$ cat src/rtl/uart_tx_fifo_drain.sv
// UART transmitter that drains a show-ahead TX FIFO: pops a word whenever the
// FIFO is non-empty and sends start, LSB-first data, optional parity and stop.
module uart_tx_fifo_drain #(
    parameter int data_width = 8,
    parameter int os_ticks   = 16,
    parameter int sb_ticks   = 16,
    parameter bit parity_en  = 1'b0,
    parameter bit parity_odd = 1'b0
) (
    input  logic                  clk,
    input  logic                  reset,
    input  logic                  s_tick,
    input  logic                  fifo_empty,
    input  logic [data_width-1:0] fifo_r_data,
    output logic                  fifo_rd,
    output logic                  tx,
    output logic                  tx_busy,
    output logic                  tx_done_tick
);
    localparam int MAX_TICKS = (os_ticks > sb_ticks) ? os_ticks : sb_ticks;
    localparam int CW = (MAX_TICKS > 2) ? $clog2(MAX_TICKS) : 1;
    localparam int BW = (data_width > 2) ? $clog2(data_width) : 1;
    localparam logic [CW-1:0] OS_LAST  = CW'(os_ticks - 1);
    localparam logic [CW-1:0] SB_LAST  = CW'(sb_ticks - 1);
    localparam logic [BW-1:0] BIT_LAST = BW'(data_width - 1);

    typedef enum logic [2:0] {IDLE, START, DATA, PARITY, STOP} state_e;

    state_e                state_q;
    logic [CW-1:0]         cnt_q;
    logic [BW-1:0]         bit_q;
    logic [data_width-1:0] sh_q;
    logic                  par_q;
    logic                  tx_q;
    logic                  busy_q;
    logic                  done_q;

    // The pop is the IDLE cycle itself, so the FIFO advances on the same edge
    // that latches the head word; gated by reset so nothing pops while held.
    assign fifo_rd      = reset && (state_q == IDLE) && !fifo_empty;
    assign tx           = tx_q;
    assign tx_busy      = busy_q;
    assign tx_done_tick = done_q;

    always_ff @(posedge clk or negedge reset) begin
        if (!reset) begin
            state_q <= IDLE;
            cnt_q   <= '0;
            bit_q   <= '0;
            sh_q    <= '0;
            par_q   <= 1'b0;
            tx_q    <= 1'b1;
            busy_q  <= 1'b0;
            done_q  <= 1'b0;
        end else begin
            done_q <= 1'b0;
            case (state_q)
                IDLE: begin
                    if (!fifo_empty) begin
                        sh_q    <= fifo_r_data;
                        par_q   <= (^fifo_r_data) ^ parity_odd;
                        cnt_q   <= '0;
                        state_q <= START;
                        tx_q    <= 1'b0;
                        busy_q  <= 1'b1;
                    end
                end
                START: begin
                    if (s_tick) begin
                        if (cnt_q == OS_LAST) begin
                            cnt_q   <= '0;
                            bit_q   <= '0;
                            state_q <= DATA;
                            tx_q    <= sh_q[0];
                        end else begin
                            cnt_q <= cnt_q + CW'(1);
                        end
                    end
                end
                DATA: begin
                    if (s_tick) begin
                        if (cnt_q == OS_LAST) begin
                            cnt_q <= '0;
                            sh_q  <= sh_q >> 1;
                            if (bit_q == BIT_LAST) begin
                                if (parity_en) begin
                                    state_q <= PARITY;
                                    tx_q    <= par_q;
                                end else begin
                                    state_q <= STOP;
                                    tx_q    <= 1'b1;
                                end
                            end else begin
                                // tx follows the bit that becomes sh_q[0] after this shift
                                bit_q <= bit_q + BW'(1);
                                tx_q  <= sh_q[1];
                            end
                        end else begin
                            cnt_q <= cnt_q + CW'(1);
                        end
                    end
                end
                PARITY: begin
                    if (s_tick) begin
                        if (cnt_q == OS_LAST) begin
                            cnt_q   <= '0;
                            state_q <= STOP;
                            tx_q    <= 1'b1;
                        end else begin
                            cnt_q <= cnt_q + CW'(1);
                        end
                    end
                end
                STOP: begin
                    if (s_tick) begin
                        if (cnt_q == SB_LAST) begin
                            cnt_q   <= '0;
                            state_q <= IDLE;
                            busy_q  <= 1'b0;
                            done_q  <= 1'b1;
                        end else begin
                            cnt_q <= cnt_q + CW'(1);
                        end
                    end
                end
                default: begin
                    state_q <= IDLE;
                    tx_q    <= 1'b1;
                    busy_q  <= 1'b0;
                end
            endcase
        end
    end
endmodule

$ cat config.mk
export PLATFORM = sky130hd
export DESIGN_NAME = uart_tx_fifo_drain
export DESIGN_NICKNAME = d
export VERILOG_FILES = /design/src/rtl/uart_tx_fifo_drain.sv
export SDC_FILE = /design/constraint.sdc
export NUM_CORES = 1
export LEC_CHECK = 0
export CORE_ASPECT_RATIO = 0.5
export CORE_MARGIN = 2
export CORE_UTILIZATION = 40
export DETAILED_ROUTE_END_ITERATION = 6
export GPL_TIMING_DRIVEN = 0
export PLACE_DENSITY = 0.68
export SLEW_MARGIN = 0
export SYNTH_ARGS = -nofsm -noshare
export SYNTH_HDL_FRONTEND = slang
export SYNTH_SLANG_ARGS = --single-unit
$ cat constraint.sdc
create_clock -name clk -period 5.6 [get_ports clk]
set_clock_uncertainty 0.15 [all_clocks]
set_input_delay 0.56 -clock clk [delete_from_list [all_inputs] [get_ports clk]]
set_output_delay 0.56 -clock clk [all_outputs]
set_load 0.01 [all_outputs]
# Yosys cells after proc, flatten, opt, wreduce, memory -nomap -nowiden
# Cells that the tools add are included.
# totals
input_bits,12
ff_bits,21
output_inout_bits,4
word_cells,83
# op_classes
n_bitwise,2
eq_ne,18
reduce_logical,15
addsub,2
n_mux,39
# ops
op,n
two-way mux 3 bit,13
two-way mux 8 bit,3
"inequality test 2 bit, second input constant",11
case mux 8 bit (2 select lines),1
case mux 3 bit (5 select lines),1
two-way mux 1 bit,14
two-way mux 4 bit,3
AND reduction 10 bit,1
case mux 4 bit (2 select lines),1
AND reduction 4 bit,2
AND reduction 8 bit,1
"equality test 3 x 2 -> 1 bit, second input constant",2
"equality test 3 bit, second input constant",2
case mux 3 bit (2 select lines),1
AND reduction 6 bit,1
nonzero test 2 bit,3
case mux 1 bit (5 select lines),1
"adder 4 x 1 -> 4 bit, second input constant",1
"equality test 4 bit, second input constant",1
OR reduction 4 bit,1
"adder 3 x 1 -> 3 bit, second input constant",1
"equality test 3 x 1 -> 1 bit, second input constant",1
zero test 3 bit,1
case mux 1 bit (3 select lines),1
other kinds (6),8

# Longest topological paths before layout
# Gate-level depths: netlist (run 1).
# depth
word_depth,5
mapped_depth,6
depth_no_buf,6

# Least setup slack after synthesis (run 1)
# OpenSTA, ideal clock, no wires.
# synth_timing
path_kind,register to register
start,register bit_q[0]
end,register bit_q[0]
setup_ns,0.125
stages_incl_launch_ff,7
period_less_slack_ns,1.909
setup_slack_ns,3.691
arrival_time_ns,1.634
required_ns,5.325
cell_sequence,dfrtp_1 ha_1 ha_1 or3b_1 a21oi_2 nand2_2 mux2_4
# synth_between
elab_chain_len,5
# synth_lines
item,line,rtl
start: declaration,31,logic [BW-1:0] bit_q;
start signal: assignment,95,bit_q <= bit_q + BW'(1);
adder 3 x 1 -> 3 bit,95,
two-way mux 3 bit,85,if (bit_q == BIT_LAST) begin
two-way mux 3 bit,82,if (cnt_q == OS_LAST) begin
two-way mux 3 bit,81,if (s_tick) begin
case mux 3 bit (2 select lines),57,case (state_q)
# Several ways; a longest one is shown, not always the timed one. The select of a mux whose other input is x is not followed.
# A chain may end at the register's enable or synchronous reset.

# Worst setup path in the final report (run 1)
# layout_timing
start,input reset
end,output fifo_rd
# layout_between
elab_chain_len,2
# layout_lines
item,line,rtl
start: declaration,11,"input logic reset,"
logical AND 1 bit (2 in series),40,assign fifo_rd = reset && (state_q == IDLE) && !fifo_empty;
end: declaration,15,"output logic fifo_rd,"
# No other way between the ends.

==> impl_results.md, run 1 <==
* Status: complete, no violations
* Fin. max-slew vios at 0
* Layout cells sized above 1 at 14.5%
* DR top layer: met4
* # fillers at 261
* Drt drc at 0
* I/O Buffers at 15
* Cts bufs inserted at 3
* Area grow syn2layout at 20.6%
* Setup_tns at 0 ns
* Worst R2R Setup Slack at 3.60 ns
* ANT cells at 0
* Post-DP HPWL at 1600 um
* Clk_lat worst skew at 0.27 ns
* Sequential area share after synthesis at 45.0%
* H-tree depth at 1
* FFs w/ async S/R, synth at 100%
* Syn avg cell area at 9.84 um2
* WP data arrival at 2.46 ns
* Grt ovf at 0
* Met3 wire len at 85 um
* Initial antenna violation count at 0
* First-pass GRT wire length at 3920 um
* Synth Register Bits at 21
* Distinct cells, synth at 42
* Max IR drop VDD at 0.160 mV
* Sink Count at 21
* Post-Syn Nets at 134
* Vias at 908
* WS Path Type: input port to output pin
* Worst-margin pin slew at 1.00 ns
* Clk root buf: clkbuf_8
* Nets at 154
* Period minus WS final at 3.17 ns
* Worst rel slew slack at 33.1%
* Lkg Pwr at 0.628 nW
* Sequential cell area at 527 um2
* Initial Util at 43.6%
* Site row count at 13
* Setup ws final at 2.43 ns
* Mapped Area at 1170 um2
* WL final at 2270 um
* Final setup fails at 0
* Wirelength per Cell at 13.0 um
* CTS hold repair buffers at 0
* Post-CTS Setup Bufs at 0
* Area taken by multi-input logic gates at 556 um2
* Dpl ws at 2.36 ns
* Largest net degree at the start of global routing at 23
* Critical Path RT at 4.89 ns
* EDFF count, synth at 0
* Die Y at 42.3 um
* Post-route ant nets at 0
* GRT Resource Usage Total at 15.3%
* Core area at 2680 um2
* PwrDens at 420 nW/um2
* Critical path peak fanout at 22
* Worst min path class: flop to flop
* CTS tree: yes
* Period utilization at 56.6%
* Final Hold Viols at 0
* Die span in x at 80.5 um
* Setup crit start kind: input port
* Gpl congestion at 0.722
* Synth Flop Type: dfrtp_1
* Peak Freq at 315 MHz
* Post-CTS resize count at 0
* Max-cap violations at 0
* DR WL met2 at 1000 um
* DR iter-0 viols at 79
* CP Capture Type: output pin
* Number of global-route vias before repair at 834
* M1 WL at 1140 um
* IO Pins at 16
* Via density at 5.19
* Cells after Synth at 119
* Die ar. at 3400 um2
* Clock slew seen by the registers of the worst setup and hold paths at 0.07 ns
* Ys Warns at 0
* 1st-pass router iterations at 4
* RSZ-0062 raised after global routing: no
* CTS max path bufs at 2
-- area by class of cell --
class / instances / share of cell area, %
plain buffers: 6 / 3.37
clock buffers: 4 / 3.19
inverters: 11 / 2.92
multi-input cells: 81 / 39.3
flip-flops and latches: 21 / 37.3
well taps: 37 / 3.28
repair buffers: 15 / 10.6
-- worst max-delay path: stages --
cell	delay (ns)
clkdlybuf4s50_1	1.13
and2_1	0.24
clkdlybuf4s50_1	0.53
-- Yosys cell counts, drive strengths merged (2+ instances only) --
master / count / area share [%]
o22ai: 7 / 3.7
a21oi: 13 / 5.9
nor2: 8 / 2.6
nand2: 13 / 4.4
inv: 11 / 3.5
buf: 6 / 4.1
nor4: 2 / 2.9
o21ai: 8 / 3.4
ha: 3 / 3.2
dfrtp: 20 / 43
nor2b: 2 / 1.1
mux2i: 2 / 1.7
-- per-layer routing --
metal | vias up | global-route usage [%]
met1 | 426 | 21.2
met2 | 15 | 22.5
met3 | 4 | 4.53
li1 | 463 | -
met5 | - | 0
met4 | 0 | 6.10
-- worst paths after layout --
check,cells past startpoint,start,end
max in group asynchronous,1,reset,sh_q[4]$_DFFE_PN0P_
setup / recovery,3,reset,fifo_rd
setup reg to reg,6,bit_q[0]$_DFFE_PN0P_,bit_q[0]$_DFFE_PN0P_
hold / removal,2,tx_busy$_DFFE_PN0P_,tx_busy$_DFFE_PN0P_
min in group asynchronous,1,reset,sh_q[7]$_DFFE_PN0P_
hold reg to reg,2,tx_busy$_DFFE_PN0P_,tx_busy$_DFFE_PN0P_
-- stage by stage --
| stage | util [%] | hold WS (ns) | std cells | area (um2) | total power, mW |
|---|---|---|---|---|---|
| after floorplan | - | 0.114 | 119 | 1170 | 0.431 |
| after global placement | 51.0 | 0.324 | 171 | 1370 | 0.486 |
| after detailed placement | 51.0 | 0.326 | 171 | 1370 | 0.495 |
| after CTS | 52.6 | 0.344 | 175 | 1410 | 0.600 |
| after global routing | 52.6 | 0.382 | 175 | 1410 | 0.645 |
| final | 52.6 | 0.338 | 175 | 1410 | 0.594 |
-- placed cells by master (no fill, tap or decap), drive strengths merged, types with 2 or more instances in the layout --
| master | count |
|---|---|
| ha | 3 |
| buf | 6 |
| a21oi | 13 |
| dfrtp | 20 |
| o21ai | 8 |
| nor4 | 2 |
| o22ai | 7 |
| clkbuf | 4 |
| clkdlybuf4s50 | 15 |
| nor2b | 2 |
| nand2 | 13 |
| mux2i | 2 |
| inv | 11 |
| nor2 | 8 |
-- kinds of logic (layout without fill, tap and decap cells) --
group,after synthesis,in the layout,synth area share [%]
adder cells (fa/ha/maj),3,3,3.21
AND/OR/NAND/NOR,37,37,19.3
multiplexers,3,3,2.99
flip-flops,21,21,45.0
AO/OA/AOI/OAI,37,37,20.5
XOR/XNOR,1,1,1.39
buffers and inverters,17,36,7.59
-- sequential cells by signal, indices dropped and copies added (netlist names) --
register,count
bit_q,3
cnt_q,4
sh_q,8
state_q,3
tx,1
tx_busy,1
tx_done_tick,1
-- where the power goes --
| part | internal [mW] | leakage [nW] | switching, mW | total, mW |
|---|---|---|---|---|
| registers | 0.213 | 0.238 | 0.0417 | 0.254 |
| clock network | 0.0508 | 0.0228 | 0.0511 | 0.102 |
| logic | 0.116 | 0.367 | 0.121 | 0.237 |
No activity file was read; power rests on OpenSTA's default activity.
==> run 2: changes to the inputs <==
- PLACE_DENSITY: 0.68 -> 0.71
- clock period: 5.6 -> 2.85 ns (I/O delays scaled with it)
==> impl_results.md, run 2 (synthesis results as in run 1) <==
* CP Capture Type: output pin
* Critical path peak fanout at 22
* Initial antenna violation count at 0
* WS Path Type: input port to output pin
* Final Hold Viols at 0
* H-tree depth at 1
* Min-delay src: tx_busy$_DFFE_PN0P_
* Reg2Reg Depth at 6
* Clk root buf: clkbuf_8
* Worst min path class: flop to flop
* Post-CTS Setup Bufs at 0
* WP data arrival at 2.17 ns
* RSZ-0062 raised after global routing: no
* Die span in x at 80.5 um
* Period utilization at 91.4%
* Gpl congestion at 0.724
* Slowest stage delay, CP at 1.12 ns
* Die Y at 42.3 um
* Worst R2R Setup Slack at 0.83 ns
* Critical Path RT at 2.41 ns
* Fin. max-slew vios at 0
* DR iter-0 viols at 37
* I/O Buffers at 15
* Wirelength per Cell at 13.4 um
* 1st-pass router iterations at 4
* Largest register FFs at 8
* Worst r2r dst: bit_q[0]$_DFFE_PN0P_
* Clk_lat worst skew at 0.26 ns
* Worst Hold Endpoint: tx_busy$_DFFE_PN0P_
* Hold depth at 2
* Worst-margin pin slew at 0.981 ns
* Setup crit start kind: input port
* CP Cell Sequence: clkdlybuf4s50_1 -> and2_1 -> clkdlybuf4s50_1
* ANT cells at 0
* Peak Freq at 384 MHz
* CTS max path bufs at 2
* # fillers at 233
* Max-cap violations at 0
* Worst rel slew slack at 34.4%
* CTS hold repair buffers at 0
* WL final at 2350 um
* Core area at 2680 um2
* Worst r2r src: bit_q[0]$_DFFE_PN0P_
* Die ar. at 3400 um2
* Post-DP HPWL at 1720 um
* Post-route ant nets at 0
* Setup_tns at 0 ns
* Period minus WS final at 2.60 ns
* Site row count at 13
* Dpl cells at 171
* Lkg Pwr at 0.631 nW
* Nets at 154
* Vias at 921
* IO Pins at 16
* First-pass GRT wire length at 3960 um
* Crit path top cell by count: clkdlybuf4s50_1
* Total power at 1.17 mW
* Largest net degree at the start of global routing at 23
* PwrDens at 825 nW/um2
* Cts bufs inserted at 3
* Via density at 5.26
* Crit path max-delay cell type: clkdlybuf4s50_1
* Final std cells w/o fill at 175
* Status: complete, no violations
* CTS tree: yes
* Post-CTS resize count at 0
* Area grow syn2layout at 20.7%
* Top flop regs: sh_q x8, cnt_q x4
* Max IR drop VDD at 0.300 mV
* Commonest cells after routing, fill and taps aside: dfrtp_1, clkdlybuf4s50_1, nand2_1, a21oi_1, inv_1
* Sink Count at 21
* Number of global-route vias before repair at 851
* Initial Util at 43.6%
* Layout cells sized above 1 at 15.2%
* Commonest non-fill, non-tap cell in the layout: dfrtp_1
* Final setup fails at 0
* Grt ovf at 0
* Design area at 1410 um2
* Drt drc at 0
* Register with the most flip-flops: sh_q
* Clock slew seen by the registers of the worst setup and hold paths at 0.07 ns
* Area post-placement at 1370 um2
* GRT Resource Usage Total at 15.1%
-- run 2: cell types whose count changed in the layout (fill, tap and decap cells not counted) --
cell and delta:
clkbuf_1 -1, clkinv_2 +1
-- run 2: through the flow --
step	setup slack, ns	hold WS (ns)	utilization (%)
4_1_cts	0.174	0.363	52.7
5_1_grt	0.0124	0.384	52.7
3_3_place_gp	0.176	0.324	51.0
6_report	0.246	0.353	52.7
2_1_floorplan	0.941	-0.161	-
3_5_place_dp	0.174	0.348	51.0
-- run 2: layout make-up --
cell class	count	area, um2	area share, %
multi-input cells	81	556	39.3
clock inverters	1	5.00	0.354
clock buffers	3	41.3	2.92
plain buffers	6	47.5	3.36
flip-flops and latches	21	527	37.3
repair buffers	15	150	10.6
well taps	37	46.3	3.27
inverters	11	41.3	2.92
-- run 2: worst max-delay path: cells and delay by family --
kind	cells	cell delay, ns
buffers and inverters	2	1.65
and+or+nand+nor	1	0.23
-- run 2: how the worst max path moves through the flow --
| stage | slack (ns) | depth (start not counted) | start | to |
|---|---|---|---|---|
| final | 0.25 | 3 | reset | fifo_rd |
| after global routing | 0.01 | 3 | reset | fifo_rd |
| after CTS | 0.17 | 3 | reset | fifo_rd |
| after detailed placement | 0.17 | 3 | reset | fifo_rd |
| after global placement | 0.18 | 3 | reset | fifo_rd |
| after floorplan | 0.94 | 6 | bit_q[0]$_DFFE_PN0P_ | bit_q[0]$_DFFE_PN0P_ |
-- run 2: power breakdown --
part	internal [mW]	leakage (nW)	switching (mW)
combinational	0.229	0.367	0.241
clock	0.0974	0.0255	0.0972
sequential	0.418	0.238	0.0845
-- run 2: routing by layer --
| layer | wire [um] | track usage, % | vias up |
|---|---|---|---|
| met3 | 131 | 4.74 | 2 |
| met2 | 1080 | 25.0 | 21 |
| met4 | 17 | 3.05 | 0 |
| met5 | 0 | 0 | - |
| met1 | 1120 | 19.7 | 439 |
| li1 | - | - | 459 |
